**src/rtl/v2p_chnl_grant_queue_pkg.sv**
```systemverilog
// rtl/v2p_chnl_grant_queue_pkg.sv - shared channel indices and error-flag layout
// Channel order matches the req_scheduler one-hot grant bit positions.
package v2p_chnl_grant_queue_pkg;

  localparam int V2P_CHNL_NUM = 8;

  localparam int CEU      = 0;
  localparam int DB_WQE   = 1;
  localparam int WP_WQE   = 2;
  localparam int WP_DATA  = 3;
  localparam int RTC_CQ   = 4;
  localparam int RRC_DATA = 5;
  localparam int EE_RQWQE = 6;
  localparam int EE_DATA  = 7;

  localparam int ERR_ILLEGAL_BIT   = 0;
  localparam int ERR_DUP_BIT       = 1;
  localparam int ERR_UNDERFLOW_BIT = 2;
  localparam int ERR_WDOG_BIT      = 3;
  localparam int ERR_NUM           = 4;

endpackage

```
**src/rtl/v2p_chctl_grant_fifo.sv**
```systemverilog
// rtl/v2p_chctl_grant_fifo.sv - generic DEPTH x WIDTH register FIFO
// Head is read straight from storage, so a push into an empty FIFO shows one cycle later.
module v2p_chctl_grant_fifo #(
  parameter int DEPTH = 2,
  parameter int WIDTH = 8
) (
  input  logic                     clk,
  input  logic                     rst,
  input  logic                     push_i,
  input  logic                     pop_i,
  input  logic [WIDTH-1:0]         wdata_i,
  output logic [WIDTH-1:0]         rdata_o,
  output logic                     full_o,
  output logic                     empty_o,
  output logic [$clog2(DEPTH):0]   count_o
);

  localparam int PW = $clog2(DEPTH);
  localparam logic [PW:0] FULL_CNT = (PW+1)'(DEPTH);

  logic [WIDTH-1:0] mem_q [DEPTH];
  logic [PW-1:0]    wr_ptr_q, rd_ptr_q;
  logic [PW:0]      count_q, count_d;
  logic             do_push, do_pop;

  assign full_o  = (count_q == FULL_CNT);
  assign empty_o = (count_q == '0);
  assign do_push = push_i & ~full_o;
  assign do_pop  = pop_i & ~empty_o;

  always_comb begin
    count_d = count_q;
    case ({do_push, do_pop})
      2'b10:   count_d = count_q + 1'b1;
      2'b01:   count_d = count_q - 1'b1;
      default: count_d = count_q;
    endcase
  end

  always_ff @(posedge clk or posedge rst) begin
    if (rst) begin
      wr_ptr_q <= '0;
      rd_ptr_q <= '0;
      count_q  <= '0;
    end else begin
      if (do_push) wr_ptr_q <= wr_ptr_q + 1'b1;
      if (do_pop)  rd_ptr_q <= rd_ptr_q + 1'b1;
      count_q <= count_d;
    end
  end

  // Storage needs no reset: entries are only observable through count_q.
  always_ff @(posedge clk) begin
    if (do_push) mem_q[wr_ptr_q] <= wdata_i;
  end

  assign rdata_o = mem_q[rd_ptr_q];
  assign count_o = count_q;

endmodule

```
**src/rtl/v2p_chnl_grant_queue.sv**
```systemverilog
// rtl/v2p_chnl_grant_queue.sv - queued one-hot channel grants from req_scheduler to MPT/MTT
// Optional head watchdog enabled by V2P_CHCTL_WDOG_EN.
module v2p_chnl_grant_queue
  import v2p_chnl_grant_queue_pkg::*;
#(
  parameter int CHNL_NUM    = V2P_CHNL_NUM,
  parameter int GRANT_DEPTH = 2,
  parameter int WDOG_W      = 12
) (
  input  logic                           clk,
  input  logic                           rst,
  input  logic                           grant_valid,
  input  logic [CHNL_NUM-1:0]            grant_chnl,
  output logic                           grant_ready,
  output logic                           sel_valid,
  output logic [CHNL_NUM-1:0]            sel_chnl,
  input  logic                           req_read,
  output logic [CHNL_NUM-1:0]            chnl_pending,
  output logic [$clog2(GRANT_DEPTH):0]   occupancy,
  input  logic                           err_clr,
  output logic                           err_illegal,
  output logic                           err_dup,
  output logic                           err_underflow,
  output logic                           wdog_expired
);

  logic [CHNL_NUM-1:0]              head;
  logic                             fifo_full, fifo_empty;
  logic [$clog2(GRANT_DEPTH):0]     fifo_count;
  logic [CHNL_NUM-1:0]              pending_q, pending_d;
  logic [ERR_NUM-1:0]               err_q, err_d, err_set;
  logic                             push_hs, is_onehot, is_dup, push_ok, pop, wdog_pop;

  assign grant_ready = ~fifo_full;
  assign push_hs     = grant_valid & ~fifo_full;
  assign is_onehot   = (grant_chnl != '0) && ((grant_chnl & (grant_chnl - 1'b1)) == '0);
  // Pending still holds the head being popped, so re-granting it this cycle is a duplicate.
  assign is_dup      = |(grant_chnl & pending_q);
  assign push_ok     = push_hs & is_onehot & ~is_dup;
  assign pop         = ~fifo_empty & (req_read | wdog_pop);

  v2p_chctl_grant_fifo #(
    .DEPTH (GRANT_DEPTH),
    .WIDTH (CHNL_NUM)
  ) u_fifo (
    .clk     (clk),
    .rst     (rst),
    .push_i  (push_ok),
    .pop_i   (pop),
    .wdata_i (grant_chnl),
    .rdata_o (head),
    .full_o  (fifo_full),
    .empty_o (fifo_empty),
    .count_o (fifo_count)
  );

  always_comb begin
    pending_d = pending_q;
    if (pop)     pending_d = pending_d & ~head;
    if (push_ok) pending_d = pending_d | grant_chnl;
    err_set                    = '0;
    err_set[ERR_ILLEGAL_BIT]   = push_hs & ~is_onehot;
    err_set[ERR_DUP_BIT]       = push_hs & is_onehot & is_dup;
    err_set[ERR_UNDERFLOW_BIT] = req_read & fifo_empty;
    err_set[ERR_WDOG_BIT]      = wdog_pop;
    err_d = (err_q & ~{ERR_NUM{err_clr}}) | err_set;
  end

  always_ff @(posedge clk or posedge rst) begin
    if (rst) begin
      pending_q <= '0;
      err_q     <= '0;
    end else begin
      pending_q <= pending_d;
      err_q     <= err_d;
    end
  end

`ifdef V2P_CHCTL_WDOG_EN
  logic [WDOG_W-1:0] wdog_q, wdog_d;

  assign wdog_pop = ~fifo_empty & ~req_read & (&wdog_q);

  always_comb begin
    wdog_d = wdog_q;
    if (fifo_empty || pop) wdog_d = '0;
    else if (!req_read)    wdog_d = wdog_q + 1'b1;
  end

  always_ff @(posedge clk or posedge rst) begin
    if (rst) wdog_q <= '0;
    else     wdog_q <= wdog_d;
  end
`else
  logic [WDOG_W-1:0] unused_wdog_w;
  assign unused_wdog_w = '0;
  assign wdog_pop      = 1'b0;
`endif

  // MPT must never re-sample the head in the cycle it consumes it.
  assign sel_valid     = ~fifo_empty & ~req_read;
  assign sel_chnl      = sel_valid ? head : '0;
  assign chnl_pending  = pending_q;
  assign occupancy     = fifo_count;
  assign err_illegal   = err_q[ERR_ILLEGAL_BIT];
  assign err_dup       = err_q[ERR_DUP_BIT];
  assign err_underflow = err_q[ERR_UNDERFLOW_BIT];
  assign wdog_expired  = err_q[ERR_WDOG_BIT];

endmodule
```
**config.mk**
```make
export PLATFORM = sky130hd
export DESIGN_NAME = v2p_chnl_grant_queue
export DESIGN_NICKNAME = d
export VERILOG_FILES = /design/src/rtl/v2p_chnl_grant_queue_pkg.sv /design/src/rtl/v2p_chctl_grant_fifo.sv /design/src/rtl/v2p_chnl_grant_queue.sv
export SDC_FILE = /design/constraint.sdc
export NUM_CORES = 1
export LEC_CHECK = 0
export ABC_AREA = 1
export BUFFER_PORTS_ARGS = -buffer_cell sky130_fd_sc_hd__buf_2
export CAP_MARGIN = 10
export CORE_ASPECT_RATIO = 1.2
export CORE_MARGIN = 2
export CORE_UTILIZATION = 40
export CTS_BUF_LIST = sky130_fd_sc_hd__clkbuf_8
export CTS_CLUSTER_DIAMETER = 40
export DETAILED_ROUTE_END_ITERATION = 10
export PLACE_DENSITY = 0.69
export RECOVER_POWER = 50
export SYNTH_ARGS = -nofsm -noshare
export SYNTH_HDL_FRONTEND = slang
export SYNTH_HIERARCHICAL = 1
export SYNTH_SLANG_ARGS = --single-unit
```
**constraint.sdc**
```tcl
create_clock -name clk -period 4.3 [get_ports clk]
set_input_delay 0.645 -clock clk [delete_from_list [all_inputs] [get_ports clk]]
set_output_delay 0.645 -clock clk [all_outputs]
set_load 0.02 [all_outputs]
```
### Word level (Yosys, flattened, before mapping)

Memory sizes are Yosys's and may differ from the RTL's.
Cells that the tools add are included.

| word-level totals | value |
|---|---|
| bits in registers | 16 |
| bits of input ports | 13 |
| bits in writable memories | 16 |
| memories | 1 |
| output and inout bits | 24 |

| cells by class | value |
|---|---|
| bitwise logic cells | 23 |
| add/sub/neg operators | 5 |
| equal/unequal tests | 3 |
| reductions and logical operators | 6 |
| muxes and demuxes | 6 |

Memory list:

| memory | words | bits a word | rd ports | clocked after Yosys merged registers in | write ports | line | RTL |
|---|---|---|---|---|---|---|---|
| u_fifo.mem_q | 2 | 8 | 1 | 0 | 1 | v2p_chctl_grant_fifo.sv:21 | `logic [WIDTH-1:0] mem_q [DEPTH];` |

Operator list:

| cell | count |
|---|---|
| AND 8 bit | 3 |
| 2-to-1 mux 8 bit | 3 |
| AND 1 bit | 10 |
| zero test 8 bit | 1 |
| inverter 8 bit | 1 |
| OR 8 bit | 1 |
| nonzero test 8 bit | 1 |
| OR reduction 8 bit | 1 |
| subtractor 8 x 1 -> 8 bit (second input constant) | 1 |
| inverter 1 bit | 5 |
| AND 4 bit | 1 |
| equality test 2 bit (second input constant) | 2 |
| inverter 4 bit | 1 |
| OR 4 x 3 -> 4 bit | 1 |
| one-hot mux 2 bit (2 select lines) | 1 |
| adder 1 bit (second input constant) | 2 |
| adder 2 x 1 -> 2 bit (second input constant) | 1 |
| equality test 2 x 1 -> 1 bit (second input constant) | 1 |
| zero test 2 bit | 1 |
| 2-to-1 mux 1 bit | 2 |
| nonzero test 2 bit | 1 |
| subtractor 2 x 1 -> 2 bit (second input constant) | 1 |
| logical AND 1 bit | 1 |

### Longest topological paths before layout

| depth | value |
|---|---|
| word-level depth | 9 |
| gate-level depth with buffers | 15 |

### By module

Netlist, hierarchy kept.

Modules (own cells, without submodules):

| module | area an instance (µm²) | times used | cells an instance | sequential area each (µm²) |
|---|---|---|---|---|
| v2p_chctl_grant_fifo | 829.5 | 1 | 74 | 580.6 |
| v2p_chnl_grant_queue | 770.7 | 1 | 114 | 300.3 |

### Worst setup path after synthesis

OpenSTA, ideal clock, no wires.

| timing | value |
|---|---|
| kind | input to register |
| start point | input grant_chnl[7] |
| end point | memory u_fifo.mem_q[1][0], enable pin |
| setup slack | 2.070 ns |
| library setup time | 0.371 ns |
| arrival | 1.859 ns |
| stages | 8 |
| buffers on the path | 0 |
| path through | or2_1 > nand2_1 > nand2_1 > nor2_4 > nand2_2 > nor2_1 > o21ai_1 > nor2_1 |

| between the ends | value |
|---|---|
| cells in the longest elaborated chain, start to end | 9 |
| elaborated cells between the ends (all ways) | 13 |
| those cells by class | 1 x add/sub; 2 x mux; 6 x bitwise; 4 x reduce/logical |

RTL lines:

| item | line | RTL |
|---|---|---|
| start, declared | v2p_chnl_grant_queue.sv:13 | `input logic [CHNL_NUM-1:0] grant_chnl,` |
| subtractor 8 x 1 -> 8 bit | v2p_chnl_grant_queue.sv:36 | `assign is_onehot = (grant_chnl != '0) && ((grant_chnl & (grant_chnl - 1'b1)) == '0);` |
| AND 8 bit | v2p_chnl_grant_queue.sv:36 |  |
| zero test 8 bit | v2p_chnl_grant_queue.sv:36 |  |
| logical AND 1 bit | v2p_chnl_grant_queue.sv:36 |  |
| AND 1 bit | v2p_chnl_grant_queue.sv:39 | `assign push_ok = push_hs & is_onehot & ~is_dup;` |
| AND 1 bit * | v2p_chnl_grant_queue.sv:39 |  |
| named net push_ok | v2p_chnl_grant_queue.sv:32 | `logic push_hs, is_onehot, is_dup, push_ok, pop, wdog_pop;` |
| AND 1 bit * | v2p_chctl_grant_fifo.sv:28 | `assign do_push = push_i & ~full_o;` |
| 2-to-1 mux 1 bit * | v2p_chctl_grant_fifo.sv:54 | `if (do_push) mem_q[wr_ptr_q] <= wdata_i;` |
| 2-to-1 mux 1 bit (not written as such) * | v2p_chctl_grant_fifo.sv:54 |  |
| end, declared | v2p_chctl_grant_fifo.sv:21 |  |

Mark *: on every way through the listed nets, which the timed path passes. The rest lies on a longest branch.

### Final worst setup path

| timing | value |
|---|---|
| start point | input grant_chnl[0] |
| end point | memory u_fifo.mem_q[1][6], enable pin |

The elaborated chain is that of the path after synthesis.

==> flow_metrics.py <==
metrics = {
    "status": {
        "status": "completed",
    },
    "critical_path": {
        "path_max_fanout": 10,
        "worst_ep_required_time_ns": 4.21,
        "rrSetupSlack_ns": 2.10,
        "crit_family": "simple AND/OR/NAND/NOR gates",
        "cpMaxStageDelayCell": "nor2_1",
        "crit_path_end_kind": "register",
        "path_cells": "clkbuf_1 -> nor2_1 -> nor2_1 -> nor2_2 -> nand3_2 -> nor2_1 -> nand2_2 -> nor2_1 -> o21ai_1 -> nor2_1",
        "cp.arrival_ns": 2.66,
        "path_buf_inv": 1,
        "rr_worst_depth": 7,
        "worstSetupStartpointType": "input port",
        "slowest_delay_ns": 0.53,
        "r2r_end": "u_fifo/mem_q[1][6]",
        "crit_top_cell": "nor2_1",
        "critical_path_class": "in2reg",
        "r2r_start": "chnl_pending[7]",
    },
    "detailed_routing": {
        "first_iter_violations": 27,
        "avgViaCountPerCell": 4.53,
        "routed_wl_um": 3300,
        "vias": 1292,
        "wl_per_cell_um": 11.6,
        "drc": 0,
        "detail-route-antenna-nets": 0,
        "dr.pass1.iters": 4,
    },
    "die": {
        "num_rows": 25,
        "dieArea_sq_mm": 0.00452,
        "die_h_um": 73.3,
        "boundaryPins": 37,
        "die_w_um": 61.7,
        "core_area_sq_mm": 0.00388,
        "initial_core_util_pct": 41.3,
    },
    "timing": {
        "hold_violations": 0,
        "worst_slack_ns": 1.55,
        "fin_crit_sh_pct": 64.0,
        "skew_ns": 0.00588,
        "period_needed_ns": 2.75,
        "max_freq_mhz": 363,
        "tns_ns": 0,
        "worst_pin_slew_ns": 0.663,
        "rsz0062_at_grt": "false",
        "setup_violations": 0,
        "maxSlewHeadroom_pct": 55.7,
        "slew_viol_final": 0,
    },
    "cells_and_area": {
        "stdcell_count": 285,
        "diodes": 0,
        "area_delta_synth_final_pct": 17.6,
        "num-nets-final": 244,
        "drive_gt1_share_pct": 15.6,
        "fin_util_pct": 48.5,
        "n_fill_cell": 405,
    },
    "yosys": {
        "synth_area_sq_mm": 0.00160,
        "netlist_top_cells_area": "edfxtp_1 (30%), dfrtp_1 (25%), nand2_1 (12%)",
        "yosys.area.top_type": "edfxtp_1",
        "synth_ff_type": "edfxtp_1",
        "yosysMostFrequentCell": "nand2_1",
        "yosys.area.top_type_share_pct": 30.0,
        "synth_edf_count": 16,
        "yosys_warnings": 6,
        "async_flop_share_pct": 50.0,
        "yosysSeqAreaShare_pct": 55.0,
        "synth_cells": 188,
        "synth_nets": 202,
        "syn_area_per_cell_sq_um": 8.51,
        "synth-seq-cells": 32,
        "ys_types": 23,
        "synth_common_cells": "nand2_1 (53), inv_1 (36), o21ai_0 (17)",
    },
    "place": {
        "pre_cts_ws_ns": 1.65,
        "port_buffers": 36,
        "place_hpwl_um": 2560,
        "gp_congestion": 0.886,
        "dp_cells": 277,
    },
    "grt": {
        "grt_max_degree": 19,
        "grt_pass1_vias": 1229,
        "antenna_found_initial": 0,
        "grt_overflow": 0,
        "grt_usage_pct": 16.8,
        "grt_pass1_wl_um": 5420,
    },
    "cts": {
        "root_buffer": "clkbuf_8",
        "insertion_delay_ns": 0.28,
        "cts.htree.levels": 2,
        "cts_buffers": 5,
        "hold_buffers": 0,
        "cts_setup_buffers": 0,
        "path_clk_slew_ns": 0.06,
        "clockBufferDepth": 2,
        "cts_sinks": 32,
        "tritoncts": "built",
        "cts_resized": 0,
    },
    "hold_path": {
        "hold_class": "in2async",
    },
    "power_and_ir_drop": {
        "powerDensity_mw_per_mm2": 494,
        "finalPower_mw": 0.929,
        "irDropWorstVdd_uv": 254,
        "leakage_nw": 0.975,
    },
    "job": {
        "max_cap_violations": 0,
    },
}
[area by class of cell]
cell class                 count  area [sq um]  share of cell area [%]
tap                           54          67.6                    3.59
sequential                    32           881                    46.8
timing repair buffer          36           160                    8.51
clock inverter                 3          13.8                   0.731
multi-input combinational    115           541                    28.7
clock buffer                   5          68.8                    3.66
inverter                      40           150                    7.98
[per-stage QoR]
step / cell area [sq um] / hold WS, ns
3_3_place_gp: 1840 / 0.466
3_5_place_dp: 1840 / 0.475
6_report: 1880 / 0.253
2_1_floorplan: 1600 / 0.411
4_1_cts: 1920 / 0.248
5_1_grt: 1880 / 0.255
[cell usage in the layout (no fill, tap or decap), drive strengths merged]
cell type / n
a22o: 1
buf: 20
clkbuf: 21
clkinv: 5
dfrtp: 16
edfxtp: 16
ha: 1
inv: 38
nand2: 55
nand3: 4
nand3b: 1
nand4: 9
nor2: 21
nor3: 1
o21ai: 20
or2: 1
xnor2: 1
[registers in the layout, indices dropped and copies added (netlist names)]
register / cells
u_fifo/mem_q: 16
chnl_pending: 8
err_q: 4
u_fifo/count_o: 2
u_fifo/rd_ptr_q: 1
u_fifo/wr_ptr_q: 1
[kinds of logic (layout without fill, tap and decap cells)]
| family | after synthesis | in the layout | synth area share (%) |
|---|---|---|---|
| XOR/XNOR | 1 | 1 | 0.547 |
| flip-flops | 32 | 32 | 55.0 |
| adder cells (fa/ha/maj) | 1 | 1 | 0.782 |
| AO/OA/AOI/OAI | 21 | 21 | 7.04 |
| AND/OR/NAND/NOR | 92 | 92 | 26.5 |
| buffers and inverters | 41 | 84 | 10.1 |
[worst register-to-register path: stages, from the launching register on]
cell	delay [ns]
dfrtp_1	0.39
nand2_1	0.07
nand2_1	0.12
nor3_4	0.40
inv_1	0.08
nor2_1	0.14
o21ai_1	0.12
nor2_1	0.53
[worst max path at each step]
stage | start | endpoint | slack [ns] | depth (start not counted)
floorplan | grant_chnl[7] | u_fifo/mem_q[1][0] | 2.07 | 8
global placement | grant_chnl[0] | u_fifo/mem_q[1][5] | 1.71 | 10
detailed placement | grant_chnl[5] | u_fifo/mem_q[1][2] | 1.65 | 10
CTS | grant_chnl[5] | u_fifo/mem_q[1][6] | 1.94 | 10
global route | grant_chnl[0] | u_fifo/mem_q[1][6] | 1.25 | 10
finish | grant_chnl[0] | u_fifo/mem_q[1][6] | 1.55 | 10
[report_power, final]
part,internal [mW],total (mW),switching (mW)
Clock,0.110,0.212,0.103
Combinational,0.0981,0.321,0.223
Sequential,0.353,0.396,0.0428
[metal layers]
metal | track usage, % | wire [um] | up-vias
li1 | - | - | 679
met5 | 0 | 0 | -
met2 | 23.9 | 1530 | 30
met3 | 4.23 | 155 | 9
met4 | 10.9 | 112 | 0
met1 | 22.4 | 1510 | 574
No activity file was read; power rests on OpenSTA's default activity.
